===== src/rtl/instruction_decode_queue.sv =====
// Dual-stream instruction decoder: local and global words are decoded on entry
// and queued as field records in independent DEPTH-entry FIFOs with valid/ready.

module idq_fifo #(
    parameter int DEPTH = 2,
    parameter int WIDTH = 8,
    localparam int CW = $clog2(DEPTH + 1)
) (
    input  logic             clk,
    input  logic             rst_n,
    input  logic             flush,
    input  logic             push_valid,
    input  logic [WIDTH-1:0] push_data,
    output logic             push_ready,
    output logic             pop_valid,
    input  logic             pop_ready,
    output logic [WIDTH-1:0] head_data,
    output logic [CW-1:0]    count
);

    localparam int PW = (DEPTH > 1) ? $clog2(DEPTH) : 1;

    logic [WIDTH-1:0] mem [DEPTH];
    logic [WIDTH-1:0] hold;
    logic [PW-1:0]    wr_ptr;
    logic [PW-1:0]    rd_ptr;
    logic             do_push;
    logic             do_pop;

    // Pointers wrap explicitly so DEPTH need not be a power of two.
    function automatic logic [PW-1:0] bump(input logic [PW-1:0] p);
        return (p == PW'(DEPTH - 1)) ? '0 : p + 1'b1;
    endfunction

    // Ready comes from the registered count only, so a full FIFO refuses a
    // push even when the head is popped in the same cycle.
    assign push_ready = (count < CW'(DEPTH));
    assign pop_valid  = (count != '0);
    assign do_push    = push_valid & push_ready & ~flush;
    assign do_pop     = pop_valid & pop_ready & ~flush;

    // NOTE: non-blocking assignments everywhere in clocked state so every
    // register samples the pre-edge values, independent of statement order.
    always_ff @(posedge clk or negedge rst_n) begin
        if (!rst_n) begin
            wr_ptr <= '0;
            rd_ptr <= '0;
            count  <= '0;
            hold   <= '0;
        end else if (flush) begin
            wr_ptr <= '0;
            rd_ptr <= '0;
            count  <= '0;
        end else begin
            if (do_push) begin
                wr_ptr <= bump(wr_ptr);
            end
            if (do_pop) begin
                rd_ptr <= bump(rd_ptr);
                hold   <= mem[rd_ptr];
            end
            case ({do_push, do_pop})
                2'b10:   count <= count + 1'b1;
                2'b01:   count <= count - 1'b1;
                default: count <= count;
            endcase
        end
    end

    // NOTE: the storage array has no reset; an entry is only ever read after
    // it has been written, and the empty-state outputs come from hold.
    always_ff @(posedge clk) begin
        if (do_push) begin
            mem[wr_ptr] <= push_data;
        end
    end

    // When empty the outputs keep showing the last entry that left the FIFO.
    assign head_data = pop_valid ? mem[rd_ptr] : hold;

    a_count_bounded: assert property (@(posedge clk) disable iff (!rst_n)
        count <= CW'(DEPTH));

endmodule

module instruction_decode_queue #(
    parameter int INST_WIDTH   = 16,
    parameter int OPCODE_WIDTH = 4,
    parameter int REG_WIDTH    = 4,
    parameter int DEPTH        = 2,
    parameter logic [(2**OPCODE_WIDTH)-1:0] VALID_OPCODE_MASK = '1,
    localparam int IMM_S = INST_WIDTH - OPCODE_WIDTH - 2 * REG_WIDTH,
    localparam int IMM_L = INST_WIDTH - OPCODE_WIDTH - REG_WIDTH,
    localparam int CW    = $clog2(DEPTH + 1)
) (
    input  logic                    clk,
    input  logic                    rst_n,
    input  logic                    flush,
    // local stream
    input  logic                    inst_valid,
    input  logic [INST_WIDTH-1:0]   instruction,
    output logic                    inst_ready,
    output logic                    dec_valid,
    input  logic                    dec_ready,
    output logic [OPCODE_WIDTH-1:0] opcode,
    output logic [REG_WIDTH-1:0]    target_reg,
    output logic [REG_WIDTH-1:0]    address_reg,
    output logic [IMM_S-1:0]        imm_short,
    output logic [1:0]              array_id,
    output logic                    illegal_op,
    output logic [CW-1:0]           local_count,
    // global stream
    input  logic                    global_valid,
    input  logic [INST_WIDTH-1:0]   global_instruction,
    output logic                    global_ready,
    output logic                    gdec_valid,
    input  logic                    gdec_ready,
    output logic [OPCODE_WIDTH-1:0] global_opcode,
    output logic [REG_WIDTH-1:0]    global_reg,
    output logic [IMM_L-1:0]        imm_long,
    output logic                    global_illegal_op,
    output logic [CW-1:0]           global_count
);

    if (IMM_S < 2) begin : g_bad_imm_short
        $error("instruction_decode_queue: imm_short must be at least 2 bits wide");
    end
    if (IMM_L < 1) begin : g_bad_imm_long
        $error("instruction_decode_queue: imm_long must be at least 1 bit wide");
    end

    typedef struct packed {
        logic [OPCODE_WIDTH-1:0] opcode;
        logic [REG_WIDTH-1:0]    target_reg;
        logic [REG_WIDTH-1:0]    address_reg;
        logic [IMM_S-1:0]        imm_short;
        logic                    illegal;
    } local_fields_t;

    typedef struct packed {
        logic [OPCODE_WIDTH-1:0] opcode;
        logic [REG_WIDTH-1:0]    reg_idx;
        logic [IMM_L-1:0]        imm_long;
        logic                    illegal;
    } global_fields_t;

    local_fields_t  l_in;
    local_fields_t  l_head;
    global_fields_t g_in;
    global_fields_t g_head;

    // Decode happens before storage, so the queues hold ready-to-use fields.
    always_comb begin
        l_in             = '0;
        l_in.opcode      = instruction[INST_WIDTH-1 -: OPCODE_WIDTH];
        l_in.target_reg  = instruction[IMM_S+REG_WIDTH +: REG_WIDTH];
        l_in.address_reg = instruction[IMM_S +: REG_WIDTH];
        l_in.imm_short   = instruction[IMM_S-1:0];
        l_in.illegal     = ~VALID_OPCODE_MASK[l_in.opcode];

        g_in          = '0;
        g_in.opcode   = global_instruction[INST_WIDTH-1 -: OPCODE_WIDTH];
        g_in.reg_idx  = global_instruction[IMM_L +: REG_WIDTH];
        g_in.imm_long = global_instruction[IMM_L-1:0];
        g_in.illegal  = ~VALID_OPCODE_MASK[g_in.opcode];
    end

    idq_fifo #(
        .DEPTH (DEPTH),
        .WIDTH ($bits(local_fields_t))
    ) u_local_fifo (
        .clk        (clk),
        .rst_n      (rst_n),
        .flush      (flush),
        .push_valid (inst_valid),
        .push_data  (l_in),
        .push_ready (inst_ready),
        .pop_valid  (dec_valid),
        .pop_ready  (dec_ready),
        .head_data  (l_head),
        .count      (local_count)
    );

    idq_fifo #(
        .DEPTH (DEPTH),
        .WIDTH ($bits(global_fields_t))
    ) u_global_fifo (
        .clk        (clk),
        .rst_n      (rst_n),
        .flush      (flush),
        .push_valid (global_valid),
        .push_data  (g_in),
        .push_ready (global_ready),
        .pop_valid  (gdec_valid),
        .pop_ready  (gdec_ready),
        .head_data  (g_head),
        .count      (global_count)
    );

    assign opcode      = l_head.opcode;
    assign target_reg  = l_head.target_reg;
    assign address_reg = l_head.address_reg;
    assign imm_short   = l_head.imm_short;
    assign array_id    = l_head.imm_short[IMM_S-1 -: 2];
    // The stored flag of a departed entry must not leak out while empty.
    assign illegal_op  = dec_valid & l_head.illegal;

    assign global_opcode     = g_head.opcode;
    assign global_reg        = g_head.reg_idx;
    assign imm_long          = g_head.imm_long;
    assign global_illegal_op = gdec_valid & g_head.illegal;

endmodule


===== config.mk =====
export PLATFORM = sky130hd
export DESIGN_NAME = instruction_decode_queue
export DESIGN_NICKNAME = d
export VERILOG_FILES = /design/src/rtl/instruction_decode_queue.sv
export SDC_FILE = /design/constraint.sdc
export NUM_CORES = 1
export LEC_CHECK = 0
export ABC_AREA = 1
export BUFFER_PORTS_ARGS = -buffer_cell sky130_fd_sc_hd__buf_2
export CAP_MARGIN = 20
export CORE_MARGIN = 3
export CORE_UTILIZATION = 56
export DETAILED_ROUTE_END_ITERATION = 8
export PLACE_DENSITY = 0.84
export RECOVER_POWER = 25
export SYNTH_ARGS = -nofsm -noshare
export SYNTH_HDL_FRONTEND = slang
export SYNTH_HIERARCHICAL = 1
export SYNTH_SLANG_ARGS = --single-unit

===== constraint.sdc =====
create_clock -name clk -period 2.4 [get_ports clk]
set_input_delay 0.24 -clock clk [delete_from_list [all_inputs] [get_ports clk]]
set_output_delay 0.24 -clock clk [all_outputs]
set_load 0.1 [all_outputs]

==> results_dict.tcl, run 1 <==
set metrics [dict create \
    status "finished clean" \
    max_cap_viol_count 0 \
    clk_pin_slew_ns 0.10 \
    drive_gt1_share_pct 29.6 \
    avgSynthCellArea_sq_um 10.1 \
    ant_nets 0 \
    grt_pass1_wl_microns 16500 \
    num_vias 3478 \
    gp_congestion 0.834 \
    cts_tree "yes" \
    grt.total_usage_pct 21.6 \
    rsz0062_at_grt "no" \
    dieArea_sq_um 9790 \
    row_count 33 \
    crit_path_max_fanout 29 \
    grt_pass1_vias 3489 \
    hold_viol_final 0 \
    dp_hpwl_microns 7050 \
    antenna_found_initial 2 \
    final_max_slew_viol_count 0 \
    grt_max_degree 35 \
    ys_top_cells_by_area "edfxtp_1 (42%), dfrtp_1 (22%), nand2_1 (15%), o21ai_2 (4.7%), o21ai_0 (4.6%)" \
    drt_iter0_markers 242 \
    post_drt_via_cell_ratio 5.16 \
    synth_largest_area_cell "edfxtp_1" \
    syn-cell-area_sq_um 4840 \
    die_h_microns 99.0 \
    overflow 0 \
    initial_core_util_pct 58.3 \
    startpoint_type "register" \
    place_ws_ns 0.471 \
    cts-root-buf "clkbuf_8" \
    path_class "register to output pin" \
    postSynthCellCount 477 \
    cp_slowest_cell "dfrtp_4" \
    layout_setup_ws_ns 0.130 \
    port_buffers 82 \
    io_pins 83 \
    cts_max_path_buffers 2 \
    synth.distinct_cells 20 \
    numCtsBuffers 9 \
    dr.pass1.iters 5 \
    arrival_ns 2.03 \
    yosysSeqAreaShare_pct 63.9 \
    worstPathRequired_ns 2.16 \
    setup_viol 0 \
    r2r_start "u_local_fifo/count[1]$_DFFE_PN0P_" \
    crit_path_start "u_local_fifo/count[1]$_DFFE_PN0P_" \
    timing.hold.worst.class "input pin to register" \
    dp.cells 656 \
    slew_headroom_pct 48.2 \
    layout.nets 602 \
    hp-start "global_instruction[11]" \
    drc_errors 0 \
    syn_to_final_growth_pct 24.8 \
    tns_ns 0 \
    die_w_microns 99.0 \
    fmax_mhz 440 \
    worstMarginPinSlew_ns 0.778 \
    finalNonFillerCells 674 \
    fin_crit_ns 2.27 \
    finClkSkew_ns 0.0127 \
    end_kind "output pin" \
    yosysWarnings 6 \
    synth_top_area_share_pct 42.2 \
    period_share_pct 94.6 \
    worstPathCellList "inv_8 -> nand2_4 -> buf_4 -> nand2_1 -> o21ai_2 -> buf_2" \
    cts_htree_levels 3 \
    postCtsSetupBuffers 0 \
    max_stage_delay_ns 0.48 \
    clk_latency_ns 0.35 \
    core_sq_um 8300 \
    synth-seq-cells 110 \
    routedWlPerCell_microns 14.9 \
    clock_sinks 110 \
    routed_wl_microns 10100 \
]
==> cell usage in the layout (no fill, tap or decap), types with 7 or more instances in the layout <==
| master | synthesis | final |
|---|---|---|
| inv_1 | 42 | 40 |
| o21ai_2 | 26 | 42 |
| nand3_1 | 7 | 7 |
| nor2_1 | 12 | 11 |
| o21ai_4 | 0 | 16 |
| o21ai_0 | 44 | 14 |
| edfxtp_1 | 68 | 68 |
| nand2_1 | 189 | 189 |
| buf_12 | 0 | 19 |
| clkbuf_8 | 0 | 9 |
| clkbuf_1 | 0 | 21 |
| buf_2 | 7 | 41 |
| buf_4 | 9 | 10 |
| dfrtp_1 | 42 | 38 |
==> worst max-delay path, delay by kind of cell (launching register included) <==
kind	cells	cell delay, ns
AO/OA/AOI/OAI	1	0.05
buffers and inverters	3	0.74
flip-flops	1	0.48
AND/OR/NAND/NOR	2	0.39
==> flip-flops by register name, summed over array words and instances, names as in the netlist <==
register / cells
u_local_fifo/hold: 17
u_local_fifo/count: 2
u_local_fifo/wr_ptr: 1
u_global_fifo/mem: 34
u_local_fifo/rd_ptr: 1
u_global_fifo/count: 2
u_global_fifo/rd_ptr: 1
u_global_fifo/wr_ptr: 1
u_global_fifo/hold: 17
u_local_fifo/mem: 34
==> cells by family after synthesis <==
kind of cell	count (synthesis)	share of synthesized area, %
flip-flops	110	63.9
buffers and inverters	70	7.24
AND/OR/NAND/NOR	222	19.1
AO/OA/AOI/OAI	74	9.67
other	1	0.0775
==> stage by stage <==
step	hold slack, ns	area, sq um	utilization (%)
final	0.0683	6040	72.8
after global routing	0.0423	6040	72.8
after global placement	0.343	5860	70.6
after floorplan	-0.0556	5140	-
after CTS	0.0496	6050	72.9
after detailed placement	0.359	5860	70.6
==> worst paths after layout <==
| kind | cells past startpoint | endpoint | slack [ns] |
|---|---|---|---|
| worst min-delay path | 1 | u_global_fifo/mem[1][12]$_DFFE_PP_ | 0.07 |
| max in group asynchronous | 3 | u_local_fifo/hold[3]$_DFFE_PN0P_ | 1.29 |
| worst max register to register | 5 | u_local_fifo/hold[10]$_DFFE_PN0P_ | 0.64 |
| worst min register to register | 2 | u_local_fifo/hold[0]$_DFFE_PN0P_ | 0.54 |
| worst max-delay path | 6 | address_reg[3] | 0.13 |
| min in group asynchronous | 2 | u_global_fifo/hold[5]$_DFFE_PN0P_ | 0.49 |
==> per-layer routing <==
layer,routed length [microns],track usage [%],up-vias
li1,-,-,1710
met1,4200,28.3,1643
met2,5140,35.6,109
met3,568,4.46,14
met4,142,8.09,2
met5,13,0,-
==> synth_stat cells <==
library cell and number:
inv_1 42, nand4_1 4, o21ai_2 26, buf_4 9, nand2_2 4, nor2_1 12, buf_6 6, inv_2 6
nand2_4 3, dfrtp_1 42, nand3_1 7, edfxtp_1 68, conb_1 1, a21oi_1 2, buf_2 7, nor2_8 2
o21ai_0 44, nand2_1 189, nand3_2 1, o21ai_1 2
==> cell type report <==
| class | count | area [sq um] |
|---|---|---|
| multi-input combinational | 300 | 1650 |
| clock inverter | 5 | 51.3 |
| antenna | 1 | 2.50 |
| sequential | 110 | 3100 |
| fill | 582 | 2260 |
| timing repair buffer | 94 | 772 |
| tap | 105 | 131 |
| clock buffer | 11 | 131 |
| inverter | 48 | 198 |
==> repair_timing <==
action / in CTS / in global routing
hold buffers: 1 / 0
endpoints found under the setup margin: 0 / 4
hold endpoints to repair: 29 / 0
gates resized for setup: 0 / 4
Power of run 1 is left out: the tool's default activity adds up to more than one toggle a clock period on the data nets, which glitch-free logic cannot reach.
==> run 2, diff against run 1 <==
--- a/config.mk
+++ b/config.mk
@@ -12,7 +12,7 @@
 export CORE_UTILIZATION = 56
 export DETAILED_ROUTE_END_ITERATION = 8
 export PLACE_DENSITY = 0.84
-export RECOVER_POWER = 25
+export REMOVE_ABC_BUFFERS = 1
 export SYNTH_ARGS = -nofsm -noshare
 export SYNTH_HDL_FRONTEND = slang
 export SYNTH_HIERARCHICAL = 1
==> constraint.sdc (replaced) <==
create_clock -name clk -period 2.4 [get_ports clk]
set_input_delay 0.12 -clock clk [delete_from_list [all_inputs] [get_ports clk]]
set_output_delay 0.12 -clock clk [all_outputs]
set_load 0.1 [all_outputs]
==> results_dict.tcl, run 2 (synthesis results as in run 1) <==
set metrics [dict create \
    status "finished clean" \
    cts_tree "yes" \
    setup_viol 0 \
    final_common_cell "nand2_1" \
    gp_congestion 0.847 \
    hold_viol_final 0 \
    startpoint_type "register" \
    arrival_ns 1.96 \
    cp_slowest_cell "buf_2" \
    core_sq_um 8300 \
    drive_gt1_share_pct 24.0 \
    dp_hpwl_microns 6020 \
    regArea_sq_um 3090 \
    die_h_microns 99.0 \
    fmax_mhz 482 \
    finalNonFillerCells 700 \
    ant_nets 0 \
    mostFrequentLayoutCells "nand2_1 (189), buf_2 (82), edfxtp_1 (68), o21ai_0 (44)" \
    syn_to_final_growth_pct 19.3 \
    dp.cells 651 \
    row_count 33 \
    end_kind "output pin" \
    grt_max_degree 43 \
    grt_pass1_vias 3459 \
    fin_crit_ns 2.08 \
    post_drt_via_cell_ratio 5.02 \
    cts_htree_levels 3 \
    port_buffers 82 \
    top_regs "u_global_fifo/mem (34), u_local_fifo/mem (34)" \
    drc_errors 0 \
    dieArea_sq_um 9790 \
    numCtsBuffers 9 \
    worstPathRequired_ns 2.28 \
    grt.total_usage_pct 21.2 \
    slew_headroom_pct 34.4 \
    final_max_slew_viol_count 0 \
    clk_pin_slew_ns 0.10 \
    io_pins 83 \
    grt_pass1_wl_microns 16400 \
    clk_latency_ns 0.37 \
    crit_path_frequent_cell "nand2_1" \
    drt_iter0_markers 244 \
    cts_max_path_buffers 2 \
    max_stage_delay_ns 0.41 \
    initial_core_util_pct 58.3 \
    multiInputGateArea_sq_um 1410 \
    die_w_microns 99.0 \
    max_cap_viol_count 0 \
    cts-root-buf "clkbuf_8" \
    dr.pass1.iters 5 \
    postCtsSetupBuffers 0 \
    layout.nets 629 \
    finClkSkew_ns 0.0115 \
    routed_wl_microns 9800 \
    worstPathCellList "inv_2 -> nand2_1 -> nand2_1 -> nand2_1 -> o21ai_0 -> nand2_1 -> inv_1 -> buf_2" \
    num_vias 3515 \
    timing.hold.worst.class "input pin to register" \
    period_share_pct 86.5 \
    routedWlPerCell_microns 14.0 \
    clock_sinks 110 \
    worstMarginPinSlew_ns 0.984 \
    path_class "register to output pin" \
    rsz0062_at_grt "no" \
    antennaDiodeCount 0 \
    overflow 0 \
    fillers 598 \
    antenna_found_initial 0 \
    crit_path_max_fanout 19 \
]
## run 2: routing by layer
metal	wire length, microns	vias up	part of all wire [%]	GRT usage (%)
met4	213	0	2.2	7.98
met3	527	14	5.4	3.82
li1	-	1758	-	-
met2	5020	109	51	36.2
met5	0	-	0	0
met1	4040	1634	41	27.0
## run 2: area by class of cell
| type | count | share of cell area [%] |
|---|---|---|
| repair buffers | 121 | 13.6 |
| multi-input cells | 300 | 24.5 |
| well taps | 105 | 2.28 |
| clock inverters | 4 | 0.585 |
| clock buffers | 12 | 2.34 |
| flip-flops and latches | 110 | 53.6 |
| inverters | 48 | 3.12 |
## run 2: what timing repair did
item,CTS,global route
endpoints found under the setup margin,0,2
hold buffers,33,0
hold endpoints to repair,106,0
gates resized for setup,0,1
## run 2: path summary, 6_finish.rpt
path | start | end | slack, ns | cells past startpoint
max reg2reg | u_global_fifo/count[1]$_DFFE_PN0P_ | u_global_fifo/hold[0]$_DFFE_PN0P_ | 0.66 | 6
max in group asynchronous | rst_n | u_global_fifo/hold[3]$_DFFE_PN0P_ | 1.34 | 2
min | dec_ready | u_local_fifo/rd_ptr$_DFFE_PN0P_ | 0.09 | 3
min reg2reg | u_global_fifo/hold[14]$_DFFE_PN0P_ | u_global_fifo/hold[14]$_DFFE_PN0P_ | 0.52 | 2
min in group asynchronous | rst_n | u_local_fifo/hold[16]$_DFFE_PN0P_ | 0.44 | 2
max | u_global_fifo/rd_ptr$_DFFE_PN0P_ | global_illegal_op | 0.32 | 8
## run 2: stage by stage
| step | worst slack (ns) | hold WS, ns | util, % | setup TNS (ns) | cell area, sq um |
|---|---|---|---|---|---|
| 2_1_floorplan | -3.79 | -0.176 | - | -118.76 | 4680 |
| 3_3_place_gp | 0.619 | 0.308 | 63.5 | 0 | 5270 |
| 3_5_place_dp | 0.512 | 0.312 | 63.5 | 0 | 5270 |
| 4_1_cts | 0.166 | 0.0850 | 69.5 | 0 | 5770 |
| 5_1_grt | 0.121 | 0.0677 | 69.5 | 0 | 5770 |
| 6_report | 0.324 | 0.0948 | 69.5 | 0 | 5770 |
## run 2: worst max-delay path: cells and delay by family, from the launching register on
family          cells  cell delay, ns
buf+inv             3            0.75
flops               1            0.40
simple gates        4            0.35
compound gates      1            0.10
Power of run 2 is left out for the same reason.
==> run 3, diff against run 2 <==
--- a/config.mk
+++ b/config.mk
@@ -5,7 +5,6 @@
 export SDC_FILE = /design/constraint.sdc
 export NUM_CORES = 1
 export LEC_CHECK = 0
-export ABC_AREA = 1
 export BUFFER_PORTS_ARGS = -buffer_cell sky130_fd_sc_hd__buf_2
 export CAP_MARGIN = 20
 export CORE_MARGIN = 3
==> results_dict.tcl, run 3 <==
set metrics [dict create \
    mostFrequentLayoutCells "buf_2 (69), edfxtp_1 (68), dfrtp_1 (42), nor2_1 (38), a21oi_1 (38)" \
    status "finished clean" \
    cts_tree "yes" \
    yosysMostFrequentCell "edfxtp_1" \
    drt_iter0_markers 180 \
    layout.nets 501 \
    clock_sinks 110 \
    cp_num_buf_inv 2 \
    synth_fa_ha_area_share_pct 0 \
    final_common_cell "buf_2" \
    worstMarginPinSlew_ns 0.972 \
    end_kind "output pin" \
    avgSynthCellArea_sq_um 13.3 \
    vdd_drop_max_uv 723 \
    timing.hold.worst.class "input pin to register" \
    synth_compound_area_share_pct 14.3 \
    initial_core_util_pct 58.8 \
    postCtsSetupBuffers 0 \
    antennaDiodeCount 0 \
    multiInputGateArea_sq_um 1340 \
    tns_ns 0 \
    regArea_sq_um 3090 \
    arrival_ns 2.05 \
    cts_htree_levels 3 \
    holdWs_ns 0.0437 \
    synth_top_family_by_area "compound AO/OA/AOI/OAI gates" \
    worstPathRequired_ns 2.28 \
    grt_pass1_vias 3252 \
    grt_max_degree 43 \
    rsz0062_at_grt "no" \
    crit_path_max_fanout 36 \
    yosysSeqAreaShare_pct 66.7 \
    dr.pass1.iters 4 \
    core_sq_um 7890 \
    fillers 495 \
    final_util_pct 74.0 \
    final_max_slew_viol_count 0 \
    yosysWarnings 6 \
    port_buffers 82 \
    gp_congestion 0.702 \
    cts_max_path_buffers 2 \
    syn-cell-area_sq_um 4640 \
    post_drt_via_cell_ratio 5.43 \
    postSynthCellCount 348 \
    powerDensity_nw_per_um2 988 \
    cts-root-buf "clkbuf_8" \
    cp_slowest_cell "dfrtp_1" \
    synth.distinct_cells 27 \
    row_count 32 \
    worstPathCellList "or2_1 -> buf_4 -> nor2_1 -> a21oi_1 -> buf_2" \
    fin_crit_ns 2.17 \
    antenna_found_initial 0 \
    startpoint_type "register" \
    synth-xor-area-share_pct 0.756 \
    numCtsBuffers 9 \
    layout_setup_ws_ns 0.228 \
    grt_pass1_wl_microns 15500 \
    max_cap_viol_count 0 \
    slew_headroom_pct 35.2 \
    top_regs "u_global_fifo/mem (34), u_local_fifo/mem (34)" \
    cp_top_family "buffers and inverters" \
    dp_hpwl_microns 5740 \
    max_stage_delay_ns 0.47 \
    hold_viol_final 0 \
    ant_nets 0 \
    synth-seq-cells 110 \
    drc_errors 0 \
    finClkSkew_ns 0.0137 \
    die_w_microns 97.0 \
    period_share_pct 90.5 \
    synthSimpleGateAreaFrac_pct 5.40 \
    synth_largest_area_cell "edfxtp_1" \
    routed_wl_microns 9520 \
    synth_top_area_share_pct 44.0 \
    synth_ff_type "edfxtp_1" \
    setup_viol 0 \
    fmax_mhz 460 \
    drive_gt1_share_pct 25.1 \
    routedWlPerCell_microns 16.7 \
    netlist_top_cells_count "edfxtp_1 (68), dfrtp_1 (42), a21oi_1 (38), nor2_1 (38), o21ai_0 (36)" \
    synth-edff-count 68 \
    place_ws_ns 0.646 \
    clk_latency_ns 0.35 \
    die_h_microns 97.0 \
    io_pins 83 \
    path_class "register to output pin" \
    p_leak_uw 0.00227 \
    clk_pin_slew_ns 0.09 \
    grt.total_usage_pct 20.7 \
    async_flop_share_pct 38.2 \
    num_vias 3088 \
    dieArea_sq_um 9410 \
    overflow 0 \
    syn_to_final_growth_pct 25.9 \
    synth_mux_area_share_pct 7.80 \
    ys_top_cells_by_area "edfxtp_1 (44%), dfrtp_1 (23%), mux2i_1 (7.6%), o31ai_1 (5.2%), a21oi_1 (4.1%)" \
]
run 3: cell count changes in the layout (fill, tap and decap cells not counted), moves of 13 or more:
cell,before,now
nor2_1,12,38
buf_12,0,13
mux2i_1,0,35
o21ai_2,26,2
inv_1,42,2
buf_2,82,69
o31ai_1,0,32
nand2_1,189,2
a21oi_1,2,38
run 3: logic make-up (layout without fill, tap and decap cells):
group / after synthesis / in the layout
compound gates: 111 / 111
xor+xnor: 4 / 4
buf+inv: 30 / 146
flops: 110 / 110
mux: 36 / 36
other cells: 1 / 4
simple gates: 56 / 56
run 3: per-layer routing:
layer	GRT usage, %	routed length (microns)	up-vias
met4	8.64	176	0
li1	-	-	1501
met3	2.88	421	16
met2	36.8	5040	94
met1	25.3	3890	1477
met5	0	0	-
run 3: power breakdown:
group	total, uW	leakage (uW)	switching (uW)	internal [uW]
combinational	2170	0.00101	1630	539
sequential	2330	0.00116	103	2230
clock	1260	0.000111	568	695
total	5770	0.00227	2300	3460
run 3: worst reg2reg max path, delay by kind of cell (launching register included):
kind / cells / cell delay [ns]
buf+inv: 1 / 0.24
flops: 1 / 0.46
simple gates: 2 / 0.57
run 3: through the flow:
step / cell area (sq um) / std cells / total power (uW)
finish: 5840 / 569 / 5770
floorplan: 4420 / 323 / 3940
global placement: 5270 / 520 / 4440
global route: 5840 / 569 / 5990
detailed placement: 5270 / 520 / 4490
CTS: 5840 / 569 / 5790
run 3: repair_timing:
item / in CTS / in global routing
resized for setup: 0 / 0
hold buffers: 33 / 0
endpoints found under the hold margin: 106 / 0
run 3: worst paths after layout:
check	start	endpoint	slack [ns]	cells past startpoint
max in group asynchronous	rst_n	u_global_fifo/hold[2]$_DFFE_PN0P_	1.32	2
min in group asynchronous	rst_n	u_global_fifo/hold[12]$_DFFE_PN0P_	0.47	2
hold reg to reg	u_global_fifo/hold[14]$_DFFE_PN0P_	u_global_fifo/hold[14]$_DFFE_PN0P_	0.52	2
setup reg to reg	u_local_fifo/count[1]$_DFFE_PN0P_	u_local_fifo/mem[1][15]$_DFFE_PP_	0.83	3
setup / recovery	u_local_fifo/count[1]$_DFFE_PN0P_	opcode[3]	0.23	5
hold / removal	global_valid	u_global_fifo/count[1]$_DFFE_PN0P_	0.04	3
run 3: final cells by class:
| type | instances | share of cell area (%) |
|---|---|---|
| clock buffer | 12 | 2.32 |
| clock inverter | 4 | 1.67 |
| inverter | 2 | 0.129 |
| multi-input combinational | 211 | 23.0 |
| sequential | 110 | 53.0 |
| tap | 102 | 2.19 |
| timing repair buffer | 128 | 17.7 |
Power figures use the tool's default switching activity.
